### src/rtl/ss_stream_to_binary.sv
// Stochastic-stream decoder: counts ones in a 2^WINDOW_LOG2-sample window and reports the count.
// Latency: 2^WINDOW_LOG2+1 edges from the accepted start edge to the result_valid pulse.
// Backpressure: none; start is ignored while busy, and a new window may begin in the result_valid cycle.
// Build option: define SS_DECODE_BIPOLAR_EN for a signed bipolar result (2*count - 2^WINDOW_LOG2).
module ss_stream_to_binary #(
  parameter int WINDOW_LOG2 = 8,
  parameter int RES_W       = WINDOW_LOG2 + 2
) (
  input  logic             clk,
  input  logic             rst,
  input  logic             start,
  input  logic             ss_in,
  output logic             busy,
  output logic [RES_W-1:0] result,
  output logic             result_valid
);

  localparam int CW  = WINDOW_LOG2 + 1;
  localparam int WIN = 1 << WINDOW_LOG2;
  // Terminal detection compares against the last index rather than waiting for wrap.
  localparam logic [CW-1:0] LAST_CNT = CW'(WIN - 1);

  typedef enum logic {IDLE, RUN} state_t;

  state_t        state, state_nxt;
  logic [CW-1:0] cnt;
  logic [CW-1:0] acc;
  logic [CW-1:0] acc_nxt;
  logic          last;

  // Next-state decode and the running sum including the current sample.
  always_comb begin
    state_nxt = state;
    acc_nxt   = acc + CW'(ss_in);
    last      = (state == RUN) && (cnt == LAST_CNT);
    case (state)
      IDLE: if (start) state_nxt = RUN;
      RUN:  if (last)  state_nxt = IDLE;
      default:         state_nxt = IDLE;
    endcase
  end

  // State register.
  always_ff @(posedge clk) begin
    if (rst) state <= IDLE;
    else     state <= state_nxt;
  end

  // Window accumulation, result capture and the one-cycle valid pulse.
  always_ff @(posedge clk) begin
    if (rst) begin
      cnt          <= '0;
      acc          <= '0;
      busy         <= 1'b0;
      result       <= '0;
      result_valid <= 1'b0;
    end else begin
      result_valid <= 1'b0;
      case (state)
        IDLE: begin
          if (start) begin
            cnt  <= '0;
            acc  <= '0;
            busy <= 1'b1;
          end
        end
        RUN: begin
          acc <= acc_nxt;
          cnt <= cnt + CW'(1);
          if (last) begin
            busy         <= 1'b0;
            result_valid <= 1'b1;
`ifdef SS_DECODE_BIPOLAR_EN
            // 2*count - 2^WINDOW_LOG2 fits exactly in RES_W as two's complement.
            result       <= RES_W'({acc_nxt, 1'b0}) - RES_W'(WIN);
`else
            result       <= RES_W'(acc_nxt);
`endif
          end
        end
        default: ;
      endcase
    end
  end

endmodule

### config.mk
export PLATFORM = sky130hd
export DESIGN_NAME = ss_stream_to_binary
export DESIGN_NICKNAME = d
export VERILOG_FILES = /design/src/rtl/ss_stream_to_binary.sv
export SDC_FILE = /design/constraint.sdc
export NUM_CORES = 1
export LEC_CHECK = 0
export ABC_AREA = 1
export BUFFER_PORTS_ARGS = -buffer_cell sky130_fd_sc_hd__buf_2
export CAP_MARGIN = 5
export CORE_ASPECT_RATIO = 0.8
export CORE_MARGIN = 10
export CORE_UTILIZATION = 49
export CTS_BUF_LIST = sky130_fd_sc_hd__clkbuf_16
export DETAILED_ROUTE_END_ITERATION = 16
export PLACE_DENSITY = 0.77
export SETUP_SLACK_MARGIN = 0.02
export SLEW_MARGIN = 30
export SYNTH_ARGS = -nofsm -noshare
export SYNTH_HDL_FRONTEND = slang
export SYNTH_SLANG_ARGS = --single-unit
### constraint.sdc
create_clock -name clk -period 3 [get_ports clk]
set_input_delay 0.3 -clock clk [delete_from_list [all_inputs] [get_ports clk]]
set_output_delay 0.3 -clock clk [all_outputs]
set_load 0.005 [all_outputs]
# Word level (Yosys, flattened, before mapping)
# Index checks and enable logic that the tools add are counted.
[word_totals]
reg_bits = 30
output_inout_bits = 12
[classes]
add_sub_neg = 2
eq_ne = 3
mux = 10
bitwise = 1
n_reduce_logical = 4
[op_table]
columns = ["operator", "n"]
rows = [
  ["$pmux W9 S2", 2],
  ["$add A9 B1 Y9", 1],
  ["$add A9 B1 Y9 const B", 1],
  ["$eq A9 B8 Y1 const B", 1],
  ["$mux W9", 1],
  ["$mux W1", 5],
  ["$pmux W1 S2", 2],
  ["$reduce_and A2 Y1", 2],
  ["$ne A2 B1 Y1 const B", 1],
  ["$ne A2 B2 Y1 const B", 1],
  ["$reduce_or A2 Y1", 1],
  ["$logic_and A1 B1 Y1", 1],
  ["$not A1 Y1", 1],
]

# Depth between registers and ports, before layout
[logic_depth]
ltp_word = 4
depth_mapped = 11
depth_no_buf = 11

# Worst setup path before layout
# OpenSTA, ideal clock, no wires.
[synth_path]
kind = "reg-to-reg"
start = "register cnt[0]"
end = "register result[0]"
arrival_time_ps = 1412
required_ps = 2883
slack_ps = 1471
path_stages_with_launch = 10
period_less_slack_ps = 1529
path_cell_list = "dfxtp_1 -> ha_1 -> nand2_1 -> nor2_1 -> and3_1 -> ha_1 -> nand2_1 -> nand2_1 -> inv_2 -> a22o_1"
[synth_between]
elab_chain_cells = 3
[synth_lines]
columns = ["item", "line", "text"]
rows = [
  ["from (decl)", "26", "logic [CW-1:0] cnt;"],
  ["from (signal assigned)", "69", "cnt <= cnt + CW'(1);"],
  ["$eq A9 B8 Y1", "35", "last = (state == RUN) && (cnt == LAST_CNT);"],
  ["$logic_and A1 B1 Y1", "35", ""],
  ["$reduce_and A2 Y1 (no line)", "-", ""],
  ["to (signal assigned)", "77", "result <= RES_W'(acc_nxt);"],
  ["to (decl)", "14", "output logic [RES_W-1:0] result,"],
]
# Every way passes these cells.
# A chain may end at the register's enable or synchronous reset.

# Worst setup path in the final report
# Same ends and word-level chain as after synthesis.

==> flow_metrics.env <==
export IMPL_wl_per_cell_microns=12.1
export IMPL_finalSetupViolCount=0
export IMPL_first_pass_iters=4
export IMPL_drive_above_1_share_pct=16.1
export IMPL_rsz0062_at_grt="no"
export IMPL_slowest_delay_ns=0.38
export IMPL_ctsHoldBuffers=0
export IMPL_fin_tns_setup_ns=0
export IMPL_grt_start_max_net_pins=21
export IMPL_cp_common_cell="nand2_1"
export IMPL_fp_dieW_microns=78.6
export IMPL_crit_path_top_delay_cell="dfxtp_1"
export IMPL_rrSetupSlack_ns=1.17
export IMPL_gp_congestion=0.807
export IMPL_place_port_buffers=14
export IMPL_grt_use_met1_pct=12.1
export IMPL_clockBufferDepth=2
export IMPL_met2_usage_pct=18.6
export IMPL_hold_ws_ns=0.384
export IMPL_initialDrtViolationCount=87
export IMPL_start_util_pct=53.0
export IMPL_coreArea_sq_um=2540
export IMPL_fillers=237
export IMPL_cts_resized=0
export IMPL_netlist_area_sq_um=1350
export IMPL_path_cells="ha_1, nand2_1, nor2_1, and3_1, ha_1, nand2_1, nand2_1, inv_2, a22o_1"
export IMPL_ys_warnings_count=0
export IMPL_critPathBufInv=1
export IMPL_final_cell_count_no_fill=229
export IMPL_cp_max_fo=9
export IMPL_top_usage_layer="met2"
export IMPL_numCtsBuffers=5
export IMPL_nNetsFinal=202
export IMPL_clock_root_buffer="clkbuf_16"
export IMPL_hold_start="start"
export IMPL_synth_edff_count=0
export IMPL_hold_path_class="in -> reg"
export IMPL_synthCells=179
export IMPL_status="completed"
export IMPL_synth_main_ff_cell="dfxtp_1"
export IMPL_syn_to_final_growth_pct=15.0
export IMPL_vias=1175
export IMPL_n_antenna_cell=0
export IMPL_endpoint_kind="flip-flop"
export IMPL_hpwl_microns=1990
export IMPL_max_slew_margin_pct=51.6
export IMPL_clkTransAtPathRegs_ns=0.05
export IMPL_cts_num_sinks=30
export IMPL_cpLargestDelayFamily="simple AND/OR/NAND/NOR gates"
export IMPL_min_path_cells=3
export IMPL_rr_startpoint="cnt[0]"
export IMPL_ir_drop_mv=0.419
export IMPL_die_height_microns=66.9
export IMPL_required_ns=3.16
export IMPL_period_share_pct=61.0
export IMPL_hold_violations=0
export IMPL_worst_pin_slew_ns=0.725
export IMPL_reg2reg_to="result[0]"
export IMPL_reg2reg_depth=9
export IMPL_htreeDepth=2
export IMPL_clkLatencyLatePin_ns=0.27
export IMPL_synth_seq_cells=30
export IMPL_avgSynthCellArea_sq_um=7.52
export IMPL_seq_area_sq_um=601
export IMPL_ant_nets=0
export IMPL_layout_cells_most_common="nand2_1"
export IMPL_synth_net_count=187
export IMPL_fp_row_count=16
export IMPL_crit_type="reg -> reg"
export IMPL_worst_clock_skew_ns=0.00322
export IMPL_wl_microns=2780
export IMPL_ys_seq_area_share_pct=44.6
export IMPL_arrival_ns=1.99
export IMPL_fmax_mhz=546
export IMPL_drv_cap=0
export IMPL_antenna_found_initial=0
export IMPL_drc=0
export IMPL_synth_cell_type_count=29
export IMPL_grtUsageTotal_pct=11.3
export IMPL_multi_input_area_sq_um=651
export IMPL_cts_setup_buffers=0
export IMPL_grt_pass1_wl_microns=4750
export IMPL_worstHoldEndpoint="state"
export IMPL_dieArea_sq_um=5260
export IMPL_fin_crit_ns=1.83
export IMPL_async_flop_share_pct=0
export IMPL_pwr_density_cell_nw_per_um2=572
export IMPL_cts_tree="built"
export IMPL_dp_cells=223
export IMPL_cellLeakagePower_nw=0.648
export IMPL_met3_usage_pct=4.83
export IMPL_slew_violations=0
export IMPL_grt_overflow_total=0
export IMPL_final_cell_mix="59 x nand2_1, 30 x dfxtp_1, 14 x nor2_1, 14 x buf_2"
export IMPL_avgViaCountPerCell=5.13
export IMPL_start_kind="flip-flop"
export IMPL_grt_pass1_vias=1120
export IMPL_ios=16
==> through the flow <==
step / worst slack [ns] / area (sq um) / utilization, % / power, W
after detailed placement: 1.18 / 1420 / 55.8 / 0.000448
after floorplan: 1.47 / 1350 / - / 0.000443
final: 1.17 / 1550 / 60.9 / 0.000885
after CTS: 1.15 / 1550 / 60.9 / 0.000893
after global routing: 0.924 / 1550 / 60.9 / 0.000917
after global placement: 1.26 / 1420 / 55.8 / 0.000446
==> cells by family after synthesis <==
| logic type | Yosys count | synth area share (%) |
|---|---|---|
| and+or+nand+nor | 99 | 32.2 |
| DFF | 30 | 44.6 |
| AOI/OAI and AO/OA | 21 | 9.57 |
| buffers and inverters | 20 | 7.06 |
| xor gates and xnor gates | 4 | 2.60 |
| adders and majority gates | 4 | 3.72 |
| other | 1 | 0.279 |
==> worst min-delay path: cells and delay by family <==
family	cells	cell delay, ns
buffers and inverters	1	0.10
and+or+nand+nor	2	0.22
==> flip-flops by register name, indices dropped and copies added (netlist names) <==
signal and cells:
cnt 9, result 9, state 1, busy 1
result_valid 1, acc 9
==> layout make-up <==
type	instances	share of cell area (%)
sequential	30	38.8
inverter	14	3.40
clock buffer	5	8.08
tap	36	2.91
timing repair buffer	14	4.53
clock inverter	1	0.243
multi-input combinational	129	42.0
==> per-layer routing <==
metal | up-vias | share of wire (%)
met3 | 7 | 8.4
met1 | 533 | 44
met4 | 0 | 1.7
li1 | 601 | -
met2 | 34 | 46
met5 | - | 0
==> report_power, final <==
| group | switching (W) | internal [W] | total (W) |
|---|---|---|---|
| registers | 0.00000831 | 0.000404 | 0.000412 |
| clock network | 0.000152 | 0.000293 | 0.000444 |
| logic | 0.0000192 | 0.00000884 | 0.0000280 |
==> synth_stat cells (2+ instances only) <==
library cell | count | area share (%)
a21oi_1 | 13 | 4.8
a22o_1 | 2 | 1.3
nor2_1 | 14 | 3.9
nand2_1 | 59 | 16
nor2_2 | 6 | 2.8
buf_4 | 3 | 1.7
xnor2_1 | 3 | 2.0
ha_1 | 4 | 3.7
nand3_1 | 13 | 4.8
inv_1 | 12 | 3.3
nand3_2 | 2 | 1.5
o31ai_1 | 2 | 1.1
dfxtp_1 | 30 | 45
==> worst max path at each step <==
stage	startpoint	to	slack [ns]	cells after the start
floorplan	cnt[0]	result[0]	1.47	9
global placement	cnt[0]	result[1]	1.26	8
detailed placement	cnt[0]	result[8]	1.18	9
CTS	cnt[0]	result[0]	1.15	8
global route	cnt[0]	result[7]	0.92	9
finish	cnt[0]	result[0]	1.17	9
No activity file was read; power rests on OpenSTA's default activity.
